**config.mk**
```make
export PLATFORM = sky130hd
export DESIGN_NAME = ltch_readout_ctrl
export DESIGN_NICKNAME = d
export VERILOG_FILES = /design/src/rtl/ltch_readout_pkg.sv /design/src/rtl/ltch_sat_counter.sv /design/src/rtl/ltch_readout_ctrl.sv
export SDC_FILE = /design/constraint.sdc
export NUM_CORES = 1
export LEC_CHECK = 0
export ABC_AREA = 1
export CORE_UTILIZATION = 56
export CTS_BUF_LIST = sky130_fd_sc_hd__clkbuf_4
export DETAILED_ROUTE_END_ITERATION = 12
export PLACE_DENSITY = 0.88
export SYNTH_ARGS = -nofsm -noshare
export SYNTH_HDL_FRONTEND = slang
export SYNTH_SLANG_ARGS = --single-unit
```
**constraint.sdc**
```tcl
create_clock -name clk -period 2.5 [get_ports clk]
set_input_delay 0.375 -clock clk [delete_from_list [all_inputs] [get_ports clk]]
set_output_delay 0.375 -clock clk [all_outputs]
set_load 0.005 [all_outputs]
```
**src/rtl/ltch_readout_pkg.sv**
```systemverilog
// Shared constants and state encoding for the TDC capture-latch readout sequencer.
package ltch_readout_pkg;

  localparam int DATA_W          = 33;
  localparam int DEF_SETTLE_CYC  = 4;
  localparam int DEF_HOLDOFF_CYC = 8;
  localparam int DEF_TIMEOUT_CYC = 1024;
  localparam int DEF_EVT_W       = 16;

  typedef logic [2:0] state_t;

  localparam state_t ST_IDLE    = 3'd0;
  localparam state_t ST_SETTLE  = 3'd1;
  localparam state_t ST_CAPTURE = 3'd2;
  localparam state_t ST_LOAD    = 3'd3;
  localparam state_t ST_PRESENT = 3'd4;
  localparam state_t ST_HOLDOFF = 3'd5;

endpackage

```
**src/rtl/ltch_sat_counter.sv**
```systemverilog
// Width-parameterised up-counter with synchronous clear that sticks at all-ones.
module ltch_sat_counter #(
  parameter int W = 16
) (
  input  logic         clk,
  input  logic         clr,
  input  logic         inc,
  output logic [W-1:0] cnt
);

  localparam logic [W-1:0] ONE = W'(1);

  always_ff @(posedge clk) begin
    if (clr) begin
      cnt <= '0;
    end else if (inc && (cnt != '1)) begin
      cnt <= cnt + ONE;
    end
  end

endmodule

```
**src/rtl/ltch_readout_ctrl.sv**
```systemverilog
// Trigger-to-readout sequencer: settle, pulse the latch enable, load the word,
// present it downstream, then hold off before accepting the next trigger.
module ltch_readout_ctrl
  import ltch_readout_pkg::*;
#(
  parameter int SETTLE_CYC  = DEF_SETTLE_CYC,
  parameter int HOLDOFF_CYC = DEF_HOLDOFF_CYC,
  parameter int TIMEOUT_CYC = DEF_TIMEOUT_CYC,
  parameter int EVT_W       = DEF_EVT_W
) (
  input  logic              clk,
  input  logic              rst_n,
  input  logic              arm,
  input  logic              trig,
  output logic              latch_en,
  input  logic [DATA_W-1:0] latch_q,
  output logic [DATA_W-1:0] out_data,
  output logic [EVT_W-1:0]  out_evt,
  output logic              out_valid,
  input  logic              out_ready,
  output logic              busy,
  output logic [EVT_W-1:0]  drop_cnt,
  output logic              timeout_flag,
  output state_t            state_dbg
);

  localparam int TO_W = (TIMEOUT_CYC > 1) ? $clog2(TIMEOUT_CYC) : 1;

  localparam logic [7:0]      SETTLE_LAST = 8'(SETTLE_CYC - 1);
  localparam logic [7:0]      HOLD_LAST   = 8'(HOLDOFF_CYC - 1);
  localparam logic [TO_W-1:0] TO_LAST     = TO_W'(TIMEOUT_CYC - 1);

  // Zero-length settle/holdoff windows skip their state entirely.
  localparam state_t ST_AFTER_TRIG    = (SETTLE_CYC == 0)  ? ST_CAPTURE : ST_SETTLE;
  localparam state_t ST_AFTER_PRESENT = (HOLDOFF_CYC == 0) ? ST_IDLE    : ST_HOLDOFF;

  state_t            state;
  state_t            state_nxt;
  logic              trig_d;
  logic              trig_edge;
  logic              timed_out;
  logic [7:0]        settle_cnt;
  logic [7:0]        hold_cnt;
  logic [TO_W-1:0]   to_cnt;
  logic [EVT_W-1:0]  evt_cnt;

  assign trig_edge = trig & ~trig_d;
  assign timed_out = (state == ST_PRESENT) && !out_ready && (to_cnt == TO_LAST);

  // Handshake: out_valid is high for the whole PRESENT state with out_data/out_evt
  // frozen; a word transfers on a rising edge where out_valid & out_ready, and
  // out_valid never drops before that edge except on timeout or reset.
  assign out_valid = (state == ST_PRESENT);
  assign latch_en  = (state == ST_CAPTURE);
  assign busy      = (state != ST_IDLE);
  assign state_dbg = state;

  always_comb begin
    state_nxt = state;
    case (state)
      ST_IDLE:    if (trig_edge && arm) state_nxt = ST_AFTER_TRIG;
      ST_SETTLE:  if (settle_cnt == SETTLE_LAST) state_nxt = ST_CAPTURE;
      ST_CAPTURE: state_nxt = ST_LOAD;
      ST_LOAD:    state_nxt = ST_PRESENT;
      ST_PRESENT: if (out_ready || (to_cnt == TO_LAST)) state_nxt = ST_AFTER_PRESENT;
      ST_HOLDOFF: if (hold_cnt == HOLD_LAST) state_nxt = ST_IDLE;
      default:    state_nxt = ST_IDLE;
    endcase
  end

  always_ff @(posedge clk) begin
    if (!rst_n) begin
      state        <= ST_IDLE;
      trig_d       <= 1'b0;
      settle_cnt   <= '0;
      hold_cnt     <= '0;
      to_cnt       <= '0;
      evt_cnt      <= '0;
      out_data     <= '0;
      out_evt      <= '0;
      timeout_flag <= 1'b0;
    end else begin
      state  <= state_nxt;
      trig_d <= trig;
      // Each window counter idles at zero so it starts fresh on state entry.
      settle_cnt <= (state == ST_SETTLE)  ? settle_cnt + 8'd1     : '0;
      hold_cnt   <= (state == ST_HOLDOFF) ? hold_cnt + 8'd1       : '0;
      to_cnt     <= (state == ST_PRESENT) ? to_cnt + TO_W'(1)     : '0;
      if (state == ST_LOAD) begin
        out_data <= latch_q;
        out_evt  <= evt_cnt;
        evt_cnt  <= evt_cnt + EVT_W'(1);
      end
      if (timed_out) timeout_flag <= 1'b1;
    end
  end

  ltch_sat_counter #(.W(EVT_W)) u_drop_cnt (
    .clk (clk),
    .clr (~rst_n),
    .inc (trig_edge && arm && (state != ST_IDLE)),
    .cnt (drop_cnt)
  );

endmodule
```
==> metrics <==
DR pass1 iterations 5; Ys Warns 0; Post-CTS Hold Buffers 0; worst path bufs/invs 2; total global-route track usage 0.2465; syn_nets approximately 700; CTS tree done; Routed wire per std cell 12.51 um; Area contributors post-synth dfxtp_1, nor2_1, nand2_1; CP Class reg -> out; Initial Utilization 0.5802; Crit-path slowest cell clkdlybuf4s50_1; P&R area growth vs syn 26.40%; clock slew at reported path FFs 170 ps; Clock Skews 18.98 ps; Power, Total 0.003281 W; Crit path required time 2120 ps; fin nets 807; HPWL Detailed between 7 and 8 mm; share of the yosys chip area belonging to registers 0.4680; post-synth top area share 0.4680; Fin. Hold Viols 0; DRT antenna net count 0; fraction of registers with async set/reset 0; Pleak 2.300 nW; largest net degree at the start of global routing 44; H-tree depth 3; total core area roughly 8300 um2; die area 8929 um2; minimum clock period after layout 2203 ps; Gate Count Post-Synth 660; area leader, netlist dfxtp_1; CTS Buffer Depth 2; fillers 686; total wire length around 11 mm; Setup Fix Bufs, Post-CTS 0; main flop type after synthesis dfxtp_1; Cell Area, Synth between 4000 and 5000 um2; total grt overflow 0; DRC 0; via count 4593; initial antenna violation count 1; number of DRC violations after detailed-routing iteration 0 243; flops & latches, synth 112; Std-Cell Rows 33; Clk Latency, worst-skew pair between 400 and 500 ps; Fmax achieved 0.4540 GHz; Syn Area/Cell around 7.3 um2; CP Data Arrival Time 1830 ps; post_cts resized 0; status complete, no violations; CTS Root Cell clkbuf_4; Post-synth EDFFs 0; Die X ~94 um; Max-Cap Viols 0; Critical Path Max Stage Delay 490 ps; Worst Setup End Kind output port; layout cells sized above 1 0.08073; Vias per Instance 5.255; Final Slew Violations 0; Crit path max-delay family buffers and inverters; Netlist cell types 34; IO buf count 109; Final Cycle Share 0.8810; Clock Sink Count 112; CTS Buf Count 9; PD cells 541.9 nW/um2; crit-path cells nor2_1, nand2_1, inv_1, clkdlybuf4s50_1; routability-driven placement congestion ratio a little over 0.8; Setup violations, final 0; vias in the first global route a little over 4k; Slew @ Worst Pin between 700 and 800 ps; worst rel slew slack 0.5196; first-pass GRT wire length 17.73 mm; peak fanout along the critical path 7; post-route setup TNS 0 ps; Die Ht 94.50 um; Worst Setup Start Kind flop; RSZ-0062 raised after global routing false; I/O pin total 110; worst min-delay path class in -> reg; peak supply drop 0.3721 mV
sequential cells by signal, indices dropped and copies added, names as in the netlist:
signal / count
out_evt: 16
u_drop_cnt.cnt: 16
settle_cnt: 8
evt_cnt: 16
timeout_flag: 1
state_dbg: 3
hold_cnt: 8
trig_d: 1
to_cnt: 10
out_data: 33
cells in the mapped netlist, types with 2 or more instances:
library cell	count
xor2_1	4
nand4_1	11
or2_2	8
nand3_1	23
o21ai_0	58
buf_1	2
inv_2	2
clkbuf_1	15
nor2_1	148
xnor2_1	4
nand2_1	113
nor2_2	5
o21a_1	2
nor3_1	14
ha_1	5
nand2_2	12
nor2_4	2
dfxtp_1	112
nand2_4	2
inv_1	55
a21oi_1	39
buf_4	2
nor3b_1	3
a21oi_2	9
where the power goes:
group          internal [W]  switching [W]  total, W
clock              0.000204       0.000580  0.000784
sequential          0.00186      0.0000665   0.00193
combinational      0.000280       0.000291  0.000572
total               0.00234       0.000938   0.00328
cell usage in the layout, fill, tap and decap left out:
cell / synthesis / layout
clkdlybuf4s50_1: 0 / 108
nor4_1: 1 / 1
buf_2: 0 / 1
clkinv_1: 0 / 1
nor2_2: 5 / 5
nand4_1: 11 / 11
inv_6: 0 / 1
clkbuf_4: 0 / 9
a31oi_1: 1 / 1
and3_1: 1 / 1
a21oi_1: 39 / 39
clkinv_4: 0 / 2
o21ai_0: 58 / 58
nor2_1: 148 / 148
a211oi_1: 1 / 1
clkinvlp_4: 0 / 2
inv_1: 55 / 55
or2_2: 8 / 8
xor2_1: 4 / 4
o21a_1: 2 / 2
xnor2_1: 4 / 4
nor3b_1: 3 / 3
inv_2: 2 / 2
o21bai_1: 1 / 1
nor2_4: 2 / 2
buf_4: 2 / 5
nand2_4: 2 / 2
a21oi_2: 9 / 9
o21ai_2: 1 / 1
dfxtp_1: 112 / 112
nand2_1: 113 / 113
ha_1: 5 / 5
nand3b_1: 1 / 1
nand2_2: 12 / 12
nand3_2: 1 / 1
nor3_1: 14 / 14
nand3_1: 23 / 23
diode_2: 0 / 1
kinds of logic (layout without fill, tap and decap cells):
| group | after synthesis | after routing | share of synthesized area |
|---|---|---|---|
| AND/OR/NAND/NOR | 345 | 345 | 0.3105 |
| other | 0 | 1 | 0 |
| AO/OA/AOI/OAI | 112 | 112 | 0.1272 |
| flip-flops | 112 | 112 | 0.4680 |
| XOR/XNOR | 8 | 8 | 0.01462 |
| adder cells (fa/ha/maj) | 5 | 5 | 0.01306 |
| buffers and inverters | 78 | 186 | 0.06660 |
worst min-delay path: stages:
cell     delay [ps]
buf_2           160
o21ai_0          90
nor2_1           40
area by class of cell:
class	instances	area (um2)	share of cell area
Tap cell	105	131.4	0.02169
Sequential cell	112	2242	0.3702
Inverter	57	214.0	0.03533
Clock buffer	9	67.56	0.01116
Multi-Input combinational cell	470	2230	0.3682
Antenna cell	1	2.502	0.0004132
Timing Repair Buffer	114	1124	0.1855
Clock inverter	6	45.04	0.007438
per-layer routing:
layer	GRT usage	wire (um)
met2	0.4275	5436
met3	0.04428	591
met5	0	0
met1	0.3053	4744
met4	0.08965	163
path summary, 6_finish.rpt:
path / depth (start not counted) / from / endpoint / slack (ps)
worst min-delay path: 3 / rst_n / out_evt[8] / 240
worst max register to register: 7 / u_drop_cnt.cnt[0] / u_drop_cnt.cnt[6] / 600
worst max-delay path: 4 / state_dbg[0] / out_valid / 300
worst min register to register: 1 / hold_cnt[0] / hold_cnt[0] / 460
metrics by stage:
stage          hold slack [ps]  setup WS [ps]  cell area, um2    util  instances
2_1_floorplan            417.5          902.8            4791       -        660
3_3_place_gp             426.3          519.4            5941  0.7194        858
3_5_place_dp             438.3          486.8            5941  0.7194        858
4_1_cts                  228.2          289.5            6053  0.7330        873
5_1_grt                  235.3          218.4            6056  0.7333        874
6_report                 235.6          297.4            6056  0.7333        874
Power figures use the tool's default switching activity.
